===== src/rtl/uart_cmd_responder.sv =====
// UART command responder: parses read/write frames from an rx FIFO, drives a register bus,
// and returns read data over a tx FIFO. Optional bus timeout via `define CMD_TIMEOUT_EN.
module uart_cmd_responder #(
    parameter logic [7:0] TO_CYCLES = 8'hFF
) (
    input  logic        clk,
    input  logic        rst,
    input  logic [7:0]  rx_rd,
    output logic        rx_re,
    input  logic        rx_emp,
    output logic [7:0]  tx_wd,
    output logic        tx_we,
    input  logic        tx_ful,
    output logic [15:0] bus_addr,
    output logic [15:0] bus_wdata,
    output logic        bus_we,
    output logic        bus_re,
    input  logic [15:0] bus_rdata,
    input  logic        bus_ack,
    output logic        busy,
    output logic        err
);

    localparam logic [7:0] OpRead  = 8'h00;
    localparam logic [7:0] OpWrite = 8'h01;

    typedef enum logic [2:0] {
        StIdle,
        StFetch,
        StLatch,
        StDecode,
        StBus,
        StTxHi,
        StTxLo
    } state_e;

    state_e      state_q;
    logic [2:0]  cnt_q;
    logic        is_write_q;
    logic [15:0] addr_q;
    logic [15:0] data_q;
    logic [15:0] resp_q;
`ifdef CMD_TIMEOUT_EN
    logic [7:0]  to_cnt_q;
`endif

    assign busy = (state_q != StIdle);

    always_ff @(posedge clk or negedge rst) begin
        if (!rst) begin
            state_q    <= StIdle;
            cnt_q      <= 3'd0;
            is_write_q <= 1'b0;
            addr_q     <= 16'h0000;
            data_q     <= 16'h0000;
            resp_q     <= 16'h0000;
            rx_re      <= 1'b0;
            tx_we      <= 1'b0;
            tx_wd      <= 8'h00;
            bus_addr   <= 16'h0000;
            bus_wdata  <= 16'h0000;
            bus_we     <= 1'b0;
            bus_re     <= 1'b0;
            err        <= 1'b0;
`ifdef CMD_TIMEOUT_EN
            to_cnt_q   <= 8'h00;
`endif
        end else begin
            // Both FIFO strobes are single-cycle pulses unless re-armed below.
            rx_re <= 1'b0;
            tx_we <= 1'b0;
            unique case (state_q)
                StIdle: begin
                    cnt_q <= 3'd0;
                    if (!rx_emp) state_q <= StFetch;
                end
                StFetch: begin
                    if (!rx_emp && !rx_re) begin
                        rx_re   <= 1'b1;
                        state_q <= StLatch;
                    end
                end
                StLatch: begin
                    // First LATCH cycle carries the read pulse; data is valid the cycle after.
                    if (!rx_re) begin
                        cnt_q   <= cnt_q + 3'd1;
                        state_q <= StFetch;
                        case (cnt_q)
                            3'd0: begin
                                if (rx_rd == OpWrite) begin
                                    is_write_q <= 1'b1;
                                end else if (rx_rd == OpRead) begin
                                    is_write_q <= 1'b0;
                                end else begin
                                    err     <= 1'b1;
                                    state_q <= StIdle;
                                end
                            end
                            3'd1: addr_q[15:8] <= rx_rd;
                            3'd2: begin
                                addr_q[7:0] <= rx_rd;
                                if (!is_write_q) state_q <= StDecode;
                            end
                            3'd3: data_q[15:8] <= rx_rd;
                            3'd4: begin
                                data_q[7:0] <= rx_rd;
                                state_q     <= StDecode;
                            end
                            default: state_q <= StIdle;
                        endcase
                    end
                end
                StDecode: begin
                    bus_addr <= addr_q;
                    if (is_write_q) begin
                        bus_wdata <= data_q;
                        bus_we    <= 1'b1;
                    end else begin
                        bus_re <= 1'b1;
                    end
`ifdef CMD_TIMEOUT_EN
                    to_cnt_q <= 8'h00;
`endif
                    state_q <= StBus;
                end
                StBus: begin
                    if (bus_ack) begin
                        bus_we <= 1'b0;
                        bus_re <= 1'b0;
                        if (is_write_q) begin
                            state_q <= StIdle;
                        end else begin
                            resp_q  <= bus_rdata;
                            state_q <= StTxHi;
                        end
`ifdef CMD_TIMEOUT_EN
                    end else if (to_cnt_q == TO_CYCLES - 8'd1) begin
                        bus_we <= 1'b0;
                        bus_re <= 1'b0;
                        err    <= 1'b1;
                        if (is_write_q) begin
                            state_q <= StIdle;
                        end else begin
                            resp_q  <= 16'hFFFF;
                            state_q <= StTxHi;
                        end
                    end else begin
                        to_cnt_q <= to_cnt_q + 8'd1;
`endif
                    end
                end
                StTxHi: begin
                    if (!tx_ful && !tx_we) begin
                        tx_we   <= 1'b1;
                        tx_wd   <= resp_q[15:8];
                        state_q <= StTxLo;
                    end
                end
                StTxLo: begin
                    if (!tx_ful && !tx_we) begin
                        tx_we   <= 1'b1;
                        tx_wd   <= resp_q[7:0];
                        state_q <= StIdle;
                    end
                end
                default: state_q <= StIdle;
            endcase
        end
    end

endmodule


===== config.mk =====
export PLATFORM = sky130hd
export DESIGN_NAME = uart_cmd_responder
export DESIGN_NICKNAME = d
export VERILOG_FILES = /design/src/rtl/uart_cmd_responder.sv
export SDC_FILE = /design/constraint.sdc
export NUM_CORES = 1
export LEC_CHECK = 0
export CORE_MARGIN = 5
export CORE_UTILIZATION = 55
export CTS_BUF_LIST = sky130_fd_sc_hd__clkbuf_4
export DETAILED_ROUTE_END_ITERATION = 12
export DONT_BUFFER_PORTS = 1
export GPL_ROUTABILITY_DRIVEN = 0
export MAX_ROUTING_LAYER = met4
export PLACE_DENSITY = 0.68
export REMOVE_ABC_BUFFERS = 1
export SYNTH_ARGS = -nofsm -noshare
export SYNTH_HDL_FRONTEND = slang
export SYNTH_SLANG_ARGS = --single-unit

===== constraint.sdc =====
create_clock -name clk -period 4 [get_ports clk]
set_clock_uncertainty 0.2 [all_clocks]
set_input_delay 1 -clock clk [delete_from_list [all_inputs] [get_ports clk]]
set_output_delay 1 -clock clk [all_outputs]
set_load 0.005 [all_outputs]

# Word level (Yosys, flattened, before mapping)
# Cells that the tools add are included.
# classes
n_addsub	1
mul	0
div_mod_pow	0
n_lt_le_gt_ge	0
eq_ne	19
n_shift	0
muxes	28
bitwise	4
n_reduce_logical	29
# op_table
op	count
$mux 3	8
$reduce_and 3->1	8
$pmux 3 s7	1
$mux 8	2
$ne 2x2->1 const B	8
$pmux 8 s2	1
$eq 3x2->1 const B	4
$eq 3x3->1 const B	4
$mux 1	11
$eq 8x1->1 const B	1
$logic_not 8->1	1
$pmux 2 s4	1
$reduce_bool 2->1	4
$eq 3x1->1 const B	2
$logic_not 3->1	2
$pmux 3 s2	1
$reduce_and 6->1	1
$reduce_and 5->1	1
$logic_not 1->1	4
$not 1->1	4
$pmux 1 s2	2
$reduce_and 2->1	2
$reduce_and 4->1	1
$reduce_or 2->1	2
4 further kinds	5
# word_totals
register_bits	100
latchBits	0
ramBits	0
rom_bits	0
input_bits	29
output_inout_bits	46
elab_cells	97
n_memories	0

# Logic depth before layout (Yosys ltp)
# Gate-level depths: netlist of the first run.
# logic_depth
ltp_word	6
depth_mapped	7

# Least setup slack after synthesis of the first run
# No wires, ideal clock.
# synth_timing
kind	input -> register
start	input port rx_rd[5]
end	register is_write_q
setup_ns	0.125
t_arrival_ns	2.019
required_ns	3.675
slack_ns	1.656
stages	4
n_path_buf	0
cell_sequence	or4_1 -> nor2_1 -> nand3_1 -> mux2_2
# synth_between
elab_chain_cells	3
word_cells_on_any_way	5
# synth_lines
item	line	text
start: declaration	8	input logic [7:0] rx_rd,
$eq 8x1->1 or $logic_not 8->1 (tied branches)	90, 92	
$reduce_bool 2->1 (no line)	n/a	
$reduce_and 4->1 (no line)	n/a	
end signal: assignment	53	is_write_q <= 1'b0;
end signal: assignment	91	is_write_q <= 1'b1;
end signal: assignment	93	is_write_q <= 1'b0;
end: declaration	39	logic is_write_q;
# Several ways; a longest one is shown, not always the timed one.
# A chain may end at the register's enable or synchronous reset.

# Final worst setup path of the first run
# layout_timing
start	register state_q[1]
end	register bus_wdata[10]
# layout_between
elab_chain_cells	2
# layout_lines
item	line	text
start: declaration	37	state_e state_q;
start signal: assignment	51	state_q <= StIdle;
start signal: assignment	75	if (!rx_emp) state_q <= StFetch;
start signal: assignment	80	state_q <= StLatch;
$eq 3x2->1	72	unique case (state_q)
$reduce_and 2->1 (no line)	n/a	
end signal: assignment	116	bus_wdata <= data_q;
end: declaration	15	output logic [15:0] bus_wdata,
# No other way between the ends.

==> impl_metrics.env, run 1 <==
export IMPL_ys_warn_count=0
export IMPL_rows=31
export IMPL_nets=363
export IMPL_status="completed"
export IMPL_worstSetupPathType="reg2reg"
export IMPL_cp_end_kind="flop"
export IMPL_hp_class="in2async"
export IMPL_post_route_period_util_pct=68.8
export IMPL_clock_latency_ps=440
export IMPL_postSynthAreaPerCell_sq_um=12.6
export IMPL_worstPathRequired_ps=4130
export IMPL_ios=75
export IMPL_finalHoldViolCount=0
export IMPL_route_detailed_drc=0
export IMPL_synth_compound_area_share_pct=4.35
export IMPL_dr_pass1_iters=4
export IMPL_grt_pass1_vias=2442
export IMPL_detail_route_antenna_nets=0
export IMPL_crit_path_start_kind="flop"
export IMPL_synth_seq_cells=100
export IMPL_wl_per_cell_microns=17.4
export IMPL_num_antenna_cells=0
export IMPL_finalSetupViolations=0
export IMPL_post_cts_setup_buffers=0
export IMPL_initial_utilization_pct=56.7
export IMPL_place_hpwl_mm=5.10
export IMPL_muxShareOfSynthArea_pct=19.6
export IMPL_die_area_sq_mm=0.00936
export IMPL_drv_slew=0
export IMPL_fmax_ghz=0.363
export IMPL_worst_slew_pin_slew_ps=735
export IMPL_die_w_microns=96.7
export IMPL_powerDensity_mw_per_mm2=655
export IMPL_grt_setup_unrepaired="false"
export IMPL_synthFlopType="dfrtp_1"
export IMPL_netlist_area_sq_mm=0.00414
export IMPL_p_leak_nw=2.12
export IMPL_synth_cell_types=40
export IMPL_track_usage_pct=17.3
export IMPL_core_sq_mm=0.00729
export IMPL_vias=2358
export IMPL_max_cap_violations=0
export IMPL_crit_arrival_ps=2880
export IMPL_area_growth_pct=6.86
export IMPL_drtIter0Drc=83
export IMPL_htreeDepth=3
export IMPL_routed_wl_mm=7.52
export IMPL_finalCriticalPeriod_ps=2750
export IMPL_path_buf_inv=0
export IMPL_yosys_area_share_simple_pct=11.6
export IMPL_clockRootBuffer="clkbuf_4"
export IMPL_vias_per_cell=5.45
export IMPL_crit_path_frequent_cell="nand2_1"
export IMPL_dieHeight_microns=96.7
export IMPL_vdd_ir_drop_worst_mv=0.379
export IMPL_place_area_sq_mm=0.00420
export IMPL_num_fill_cells=621
export IMPL_cts_tree="yes"
export IMPL_ys_seq_area_share_pct=60.5
export IMPL_slowest_stage="dfrtp_1"
export IMPL_grt_pass1_wl_mm=12.7
export IMPL_worstPathMaxFanout=19
export IMPL_synth_xor_area_share_pct=0.212
export IMPL_synth_top_family_by_area="multiplexers"
export IMPL_max_slew_margin_pct=51.0
export IMPL_fin_area_sq_mm=0.00442
export IMPL_cp_slowest_stage_delay_ps=700
export IMPL_cp_cell_sequence="nand2_1 > nor2_2 > nand2_1 > mux2_2"
export IMPL_synth_cells=329
export IMPL_synth_fa_ha_area_share_pct=1.51
export IMPL_cp_top_family="simple AND/OR/NAND/NOR gates"
export IMPL_grt_overflow_total=0
export IMPL_total_power_mw=2.90
export IMPL_clkTransAtPathRegs_ps=170
export IMPL_numClockSinks=100
export IMPL_cts_buffers_inserted=9
export IMPL_synth_edf_count=0
export IMPL_portBuffers=0
export IMPL_grt_max_degree=62
export IMPL_synthArstFlopShare_pct=100
export IMPL_antenna_found_initial=0
export IMPL_drive_above_1_share_pct=27.2
export IMPL_cts_buffer_depth=2
export IMPL_finalSetupTns_ps=0
[state kept, by name, summed over array words and instances (netlist names)]
name        cells
bus_we          1
resp_q         16
state_q         3
data_q         16
addr_q         16
err             1
bus_re          1
rx_re           1
bus_addr       16
cnt_q           3
tx_wd           8
is_write_q      1
bus_wdata      16
tx_we           1
[kinds of logic (layout without fill, tap and decap cells)]
kind of cell,after synthesis,count (layout)
DFF,100,100
and+or+nand+nor,98,98
buffers and inverters,22,27
xor gates and xnor gates,1,1
adders and majority gates,5,5
muxes,73,73
AOI/OAI and AO/OA,30,30
[per-stage QoR]
step	utilization, %	hold slack [ps]	setup slack (ps)	instances
after global routing	60.6	141	1030	433
after floorplan	-	233	1660	314
after global placement	57.5	246	1320	413
final	60.6	173	1250	433
after CTS	60.1	0.945	1190	431
after detailed placement	57.5	247	1230	413
[cell usage in the layout (no fill, tap or decap), types with 3 or more instances in the layout]
cell type    n
a21oi_1      5
clkbuf_4     9
dfrtp_1    100
ha_1         5
inv_1        7
mux2_2      64
mux2i_1      8
nand2_1     67
nor2_1       5
nor3_1       3
o21ai_0     14
[cells in the mapped netlist (3+ instances only)]
library cell,count,share of area (%)
o21ai_0,14,1.7
clkbuf_1,6,0.54
mux2i_1,8,1.9
buf_2,8,0.97
nor3_1,3,0.36
a21oi_1,5,0.60
dfrtp_1,100,60
inv_1,7,0.64
mux2_2,64,17
ha_1,5,1.5
nand2_1,67,6.1
nor2_1,5,0.45
[path summary, 6_finish.rpt]
kind | startpoint | end | slack (ps) | cells after the start
worst max-delay path | state_q[1]$_DFFE_PN0P_ | bus_wdata[10]$_DFFE_PN0P_ | 1250 | 4
worst min-delay path | rst | addr_q[12]$_DFFE_PN0P_ | 170 | 1
worst max register to register | state_q[1]$_DFFE_PN0P_ | bus_wdata[10]$_DFFE_PN0P_ | 1250 | 4
worst min register to register | addr_q[1]$_DFFE_PN0P_ | bus_addr[1]$_DFFE_PN0P_ | 280 | 2
max in group asynchronous | rst | resp_q[0]$_DFFE_PN0P_ | 2370 | 1
min in group clk | addr_q[1]$_DFFE_PN0P_ | bus_addr[1]$_DFFE_PN0P_ | 280 | 2
[layout make-up]
class	instances	area (sq um)	share of cell area, %
sequential	100	2500	56.6
multi-input combinational	207	1540	34.9
tap	99	124	2.80
clock inverter	7	91.3	2.07
clock buffer	9	67.6	1.53
timing repair buffer	4	67.6	1.53
inverter	7	26.3	0.594
[report_power, final]
group	internal, mW	switching, mW
Sequential	1.36	0.273
Combinational	0.371	0.330
Clock	0.206	0.358
Total	1.94	0.960
[repair_timing]
| item | 4_1_cts | 5_1_grt |
|---|---|---|
| hold buffers | 2 | 2 |
| gates resized for setup | 0 | 0 |
| endpoints found under the hold margin | 40 | 46 |
[per-layer routing]
metal	GRT usage (%)	part of all wire, %	vias to the layer above
met5	-	0	-
met4	6.48	1.3	0
met3	5.25	5.8	11
met2	26.0	48	53
met1	22.3	45	1165
li1	-	-	1129
Note: power is estimated with default switching activity, not from simulation.
==> run 2, diff against run 1 <==
--- a/config.mk
+++ b/config.mk
@@ -12,7 +12,7 @@
 export DONT_BUFFER_PORTS = 1
 export GPL_ROUTABILITY_DRIVEN = 0
 export MAX_ROUTING_LAYER = met4
-export PLACE_DENSITY = 0.68
+export PLACE_DENSITY = 0.71
 export REMOVE_ABC_BUFFERS = 1
 export SYNTH_ARGS = -nofsm -noshare
 export SYNTH_HDL_FRONTEND = slang
==> constraint.sdc (replaced) <==
create_clock -name clk -period 2.5 [get_ports clk]
set_clock_uncertainty 0.2 [all_clocks]
set_input_delay 0.625 -clock clk [delete_from_list [all_inputs] [get_ports clk]]
set_output_delay 0.625 -clock clk [all_outputs]
set_load 0.005 [all_outputs]
==> run 2 against run 1 <==
Effect of this change:
- the flow now finishes with violations (hold timing)
- via count rose by 0.98%
- core utilization decreased by 0.58 points
- count of clock-buffer cells in the layout increased by 1
- total power rose by 60%
- design area down 0.96%
==> impl_metrics.env, run 2 (synthesized netlist as in run 1, its figures left out) <==
export IMPL_ios=75
export IMPL_nets=364
export IMPL_rows=31
export IMPL_finalSetupTns_ps=0
export IMPL_track_usage_pct=17.4
export IMPL_reg2reg_depth=3
export IMPL_grt_pass1_wl_mm=12.7
export IMPL_timing_rr_start="state_q[0]$_DFFE_PN0P_"
export IMPL_worst_slew_pin_slew_ps=559
export IMPL_hp_class="in2async"
export IMPL_fmax_ghz=0.421
export IMPL_detail_route_antenna_nets=0
export IMPL_cp_end_kind="output pin"
export IMPL_num_fill_cells=634
export IMPL_clkTransAtPathRegs_ps=160
export IMPL_drtIter0Drc=93
export IMPL_cts_buffers_inserted=9
export IMPL_finalCriticalPeriod_ps=2380
export IMPL_r2r_end="data_q[3]$_DFFE_PN0P_"
export IMPL_post_route_period_util_pct=95.0
export IMPL_clock_latency_ps=440
export IMPL_area_growth_pct=5.84
export IMPL_die_area_sq_mm=0.00936
export IMPL_dr_pass1_iters=4
export IMPL_route_met3_wl_microns=453
export IMPL_cts_tree="yes"
export IMPL_whs_ps=-343
export IMPL_worstSetupPathType="reg2out"
export IMPL_clockRootBuffer="clkbuf_4"
export IMPL_r2r_setup_slack_ps=310
export IMPL_met2WireLength_mm=3.59
export IMPL_drv_slew=0
export IMPL_place_hpwl_mm=5.18
export IMPL_fin_area_sq_mm=0.00438
export IMPL_vias=2381
export IMPL_powerDensity_mw_per_mm2=1060
export IMPL_finalHoldViolCount=100
export IMPL_num_antenna_cells=0
export IMPL_route_detailed_drc=0
export IMPL_core_sq_mm=0.00729
export IMPL_antenna_found_initial=0
export IMPL_mostFrequentLayoutCells="dfrtp_1, nand2_1, mux2_2, o21ai_0, clkbuf_4"
export IMPL_vdd_ir_drop_worst_mv=0.598
export IMPL_initial_utilization_pct=56.7
export IMPL_drive_above_1_share_pct=28.1
export IMPL_finalSetupViolations=0
export IMPL_cts_buffer_depth=2
export IMPL_die_w_microns=96.7
export IMPL_worstPathRequired_ps=1670
export IMPL_grt_max_degree=101
export IMPL_p_leak_nw=2.11
export IMPL_layout_commonest_cell="dfrtp_1"
export IMPL_status="finished, violations left"
export IMPL_dieHeight_microns=96.7
export IMPL_grt_setup_unrepaired="false"
export IMPL_portBuffers=0
export IMPL_max_slew_margin_pct=62.6
export IMPL_place_area_sq_mm=0.00423
export IMPL_htreeDepth=3
export IMPL_wl_met1_mm=3.38
export IMPL_grt_pass1_vias=2447
export IMPL_highest_layer="met4"
export IMPL_worstPathMaxFanout=12
export IMPL_numClockSinks=100
export IMPL_crit_arrival_ps=1550
export IMPL_crit_path_start_kind="flop"
export IMPL_wl_per_cell_microns=17.4
export IMPL_vias_per_cell=5.49
export IMPL_routed_wl_mm=7.53
export IMPL_grt_overflow_total=0
export IMPL_max_cap_violations=0
export IMPL_violations="hold timing"
==> run 2: cell count changes in the layout (fill, tap and decap cells not counted) <==
cell	delta
buf_4	+5
dlygate4sd3_1	-2
buf_12	-1
buf_16	-1
clkbuf_4	+1
clkinv_2	+1
clkinv_4	-1
clkinv_8	-1
==> run 2: timing repair <==
| item | CTS | global route |
|---|---|---|
| setup buffers | 0 | 0 |
| resized for setup | 0 | 0 |
| hold endpoints to repair | 100 | 100 |
==> run 2: area by class of cell <==
cell class	instances	area, sq um	area share (%)
tap	99	124	2.83
clock buffer	10	75.1	1.71
clock inverter	6	71.3	1.63
timing repair buffer	5	37.5	0.857
sequential	100	2500	57.1
multi-input combinational	207	1540	35.2
inverter	7	26.3	0.600
==> run 2: through the flow <==
| stage | cells | hold WS [ps] | power [mW] | setup slack, ps | utilization (%) |
|---|---|---|---|---|---|
| after floorplan | 314 | 129 | 3.47 | 327 | - |
| after global placement | 418 | 134 | 3.72 | 369 | 58.0 |
| after detailed placement | 418 | 133 | 3.81 | 324 | 58.0 |
| after CTS | 434 | -387 | 4.68 | 93.8 | 60.1 |
| after global routing | 434 | -410 | 4.98 | 25.8 | 60.1 |
| final | 434 | -343 | 4.62 | 124 | 60.1 |
==> run 2: critical path, stage by stage, from the launching register on <==
cell and delay [ps]:
dfrtp_1 530, buf_4 220, or3_1 360
==> run 2: report_power, final <==
part / internal (mW) / switching (mW) / leakage (nW)
Sequential: 2.17 / 0.415 / 1.25
Combinational: 0.613 / 0.551 / 0.776
Clock: 0.329 / 0.541 / 0.0793
==> run 2: how the worst max path moves through the flow <==
stage,start,to,depth (start not counted)
after detailed placement,state_q[0]$_DFFE_PN0P_,data_q[7]$_DFFE_PN0P_,3
after CTS,state_q[1]$_DFFE_PN0P_,busy,2
final,state_q[1]$_DFFE_PN0P_,busy,2
after global placement,state_q[0]$_DFFE_PN0P_,data_q[5]$_DFFE_PN0P_,3
after global routing,state_q[1]$_DFFE_PN0P_,busy,2
after floorplan,state_q[1]$_DFFE_PN0P_,bus_wdata[0]$_DFFE_PN0P_,4
==> run 2: routing by layer <==
layer / track usage (%) / vias up
met5: - / -
li1: - / 1125
met2: 25.7 / 50
met4: 6.80 / 0
met3: 5.47 / 11
met1: 22.4 / 1195
==> run 3, diff against run 2 <==
--- a/config.mk
+++ b/config.mk
@@ -12,7 +12,7 @@
 export DONT_BUFFER_PORTS = 1
 export GPL_ROUTABILITY_DRIVEN = 0
 export MAX_ROUTING_LAYER = met4
-export PLACE_DENSITY = 0.71
+export PLACE_DENSITY = 0.68
 export REMOVE_ABC_BUFFERS = 1
 export SYNTH_ARGS = -nofsm -noshare
 export SYNTH_HDL_FRONTEND = slang
==> constraint.sdc (replaced) <==
create_clock -name clk -period 3 [get_ports clk]
set_clock_uncertainty 0.2 [all_clocks]
set_input_delay 0.75 -clock clk [delete_from_list [all_inputs] [get_ports clk]]
set_output_delay 0.75 -clock clk [all_outputs]
set_load 0.005 [all_outputs]
==> run 3 against run 2 <==
Effect of this change:
- the flow still finishes with violations (hold timing)
- core utilization decreased by 0.27 points
- first-iteration DRC count increased by 13%
- via count about the same
- critical path type unchanged
- largest power group unchanged
==> impl_metrics.env, run 3 (synthesized netlist as in run 1, its figures left out) <==
export IMPL_p_leak_nw=2.10
export IMPL_clkPwrFrac_pct=19.5
export IMPL_path_buf_inv=0
export IMPL_cp_cell_sequence="or3_1"
export IMPL_timing_rr_start="state_q[1]$_DFFE_PN0P_"
export IMPL_fin_area_sq_mm=0.00436
export IMPL_grt_setup_unrepaired="false"
export IMPL_post_cts_setup_buffers=0
export IMPL_clock_latency_ps=440
export IMPL_worstPathMaxFanout=18
export IMPL_finalSetupViolations=0
export IMPL_max_slew_margin_pct=52.9
export IMPL_initial_utilization_pct=56.7
export IMPL_fmax_ghz=0.403
export IMPL_cts_tree="yes"
export IMPL_powerDensity_mw_per_mm2=880
export IMPL_layout_commonest_cell="dfrtp_1"
export IMPL_cts_buffers_inserted=9
export IMPL_worst_slew_pin_slew_ps=707
export IMPL_dr_pass1_iters=4
export IMPL_place_hpwl_mm=5.18
export IMPL_whs_ps=-227
export IMPL_finalHoldViolCount=100
export IMPL_num_antenna_cells=0
export IMPL_status="finished, violations left"
export IMPL_cts_repair_resized=0
export IMPL_grt_pass1_wl_mm=12.8
export IMPL_numClockSinks=100
export IMPL_r2r_end="bus_wdata[2]$_DFFE_PN0P_"
export IMPL_core_sq_mm=0.00729
export IMPL_sequentialPowerShare_pct=56.8
export IMPL_mostFrequentLayoutCells="dfrtp_1, nand2_1, mux2_2, o21ai_0, clkbuf_4"
export IMPL_worstSetupPathType="reg2out"
export IMPL_fin_util_pct=59.8
export IMPL_grt_max_degree=101
export IMPL_wl_per_cell_microns=17.4
export IMPL_setup_slack_ps=520
export IMPL_place_area_sq_mm=0.00420
export IMPL_area_growth_pct=5.35
export IMPL_cp_end_kind="output pin"
export IMPL_cts_buffer_depth=2
export IMPL_netSwitchingFraction_pct=32.8
export IMPL_worstPathRequired_ps=2050
export IMPL_dp_slack_ps=638
export IMPL_antenna_found_initial=0
export IMPL_vdd_ir_drop_worst_mv=0.506
export IMPL_post_route_period_util_pct=82.7
export IMPL_rows=31
export IMPL_grt_pass1_vias=2450
export IMPL_drtIter0Drc=105
export IMPL_drive_above_1_share_pct=27.2
export IMPL_die_w_microns=96.7
export IMPL_drv_slew=0
export IMPL_cp_top_family="flip-flops"
export IMPL_routed_wl_mm=7.47
export IMPL_slowest_stage="dfrtp_1"
export IMPL_r2r_setup_slack_ps=610
export IMPL_vias=2383
export IMPL_finalCriticalPeriod_ps=2480
export IMPL_crit_arrival_ps=1530
export IMPL_combPwrFrac_pct=23.7
export IMPL_crit_path_start_kind="flop"
export IMPL_switching_power_mw=1.26
export IMPL_route_detailed_drc=0
export IMPL_max_cap_violations=0
export IMPL_reg2reg_depth=5
export IMPL_grt_overflow_total=0
export IMPL_ios=75
export IMPL_nets=360
export IMPL_portBuffers=0
export IMPL_clkTransAtPathRegs_ps=160
export IMPL_dieHeight_microns=96.7
export IMPL_hp_class="in2async"
export IMPL_vias_per_cell=5.54
export IMPL_finalSetupTns_ps=0
export IMPL_detail_route_antenna_nets=0
export IMPL_clockRootBuffer="clkbuf_4"
export IMPL_cp_depth=1
export IMPL_htreeDepth=3
export IMPL_cp_slowest_stage_delay_ps=580
export IMPL_violations="hold timing"
export IMPL_die_area_sq_mm=0.00936
export IMPL_track_usage_pct=17.5
export IMPL_p_int_mw=2.58
[run 3: cell count changes in the layout (fill, tap and decap cells not counted), sizes merged]
cell      delta
clkinv       +2
clkinvlp     -1
clkbuf       -1
buf          -4
[run 3: how the worst max path moves through the flow]
stage	slack [ps]	end	startpoint
6_report	520	busy	state_q[2]$_DFFE_PN0P_
5_1_grt	400	bus_wdata[10]$_DFFE_PN0P_	state_q[1]$_DFFE_PN0P_
4_1_cts	480	busy	state_q[2]$_DFFE_PN0P_
3_5_place_dp	640	bus_wdata[2]$_DFFE_PN0P_	state_q[1]$_DFFE_PN0P_
3_3_place_gp	690	bus_wdata[15]$_DFFE_PN0P_	state_q[1]$_DFFE_PN0P_
2_1_floorplan	830	bus_wdata[0]$_DFFE_PN0P_	state_q[1]$_DFFE_PN0P_
[run 3: through the flow]
step | std cells | total power, mW
after CTS | 430 | 3.88
after global placement | 414 | 3.08
final | 430 | 3.83
after global routing | 430 | 4.14
after floorplan | 314 | 2.89
after detailed placement | 414 | 3.15
[run 3: final cells by class]
type                    count  area [sq um]
clock buffers               9          67.6
clock inverters             7          88.8
fillers                   614          2930
inverters                   7          26.3
multi-input cells         207          1540
flip-flops and latches    100          2500
well taps                  99           124
repair buffers              1          7.51
[run 3: per-layer routing]
layer | part of all wire, % | vias up | global-route usage (%)
met2 | 48 | 58 | 26.0
met3 | 6.2 | 10 | 6.19
met4 | 1.0 | 0 | 4.86
li1 | - | 1121 | -
met1 | 44 | 1194 | 23.0
met5 | 0 | - | -
[run 3: power groups by stage]
stage          sequential (mW)  combinational [mW]  clock [mW]
2_1_floorplan             2.11               0.786           0
3_3_place_gp              2.19               0.886           0
3_5_place_dp              2.22               0.926           0
4_1_cts                   2.19               0.926       0.769
5_1_grt                   2.26                1.04       0.835
6_report                  2.18               0.908       0.747
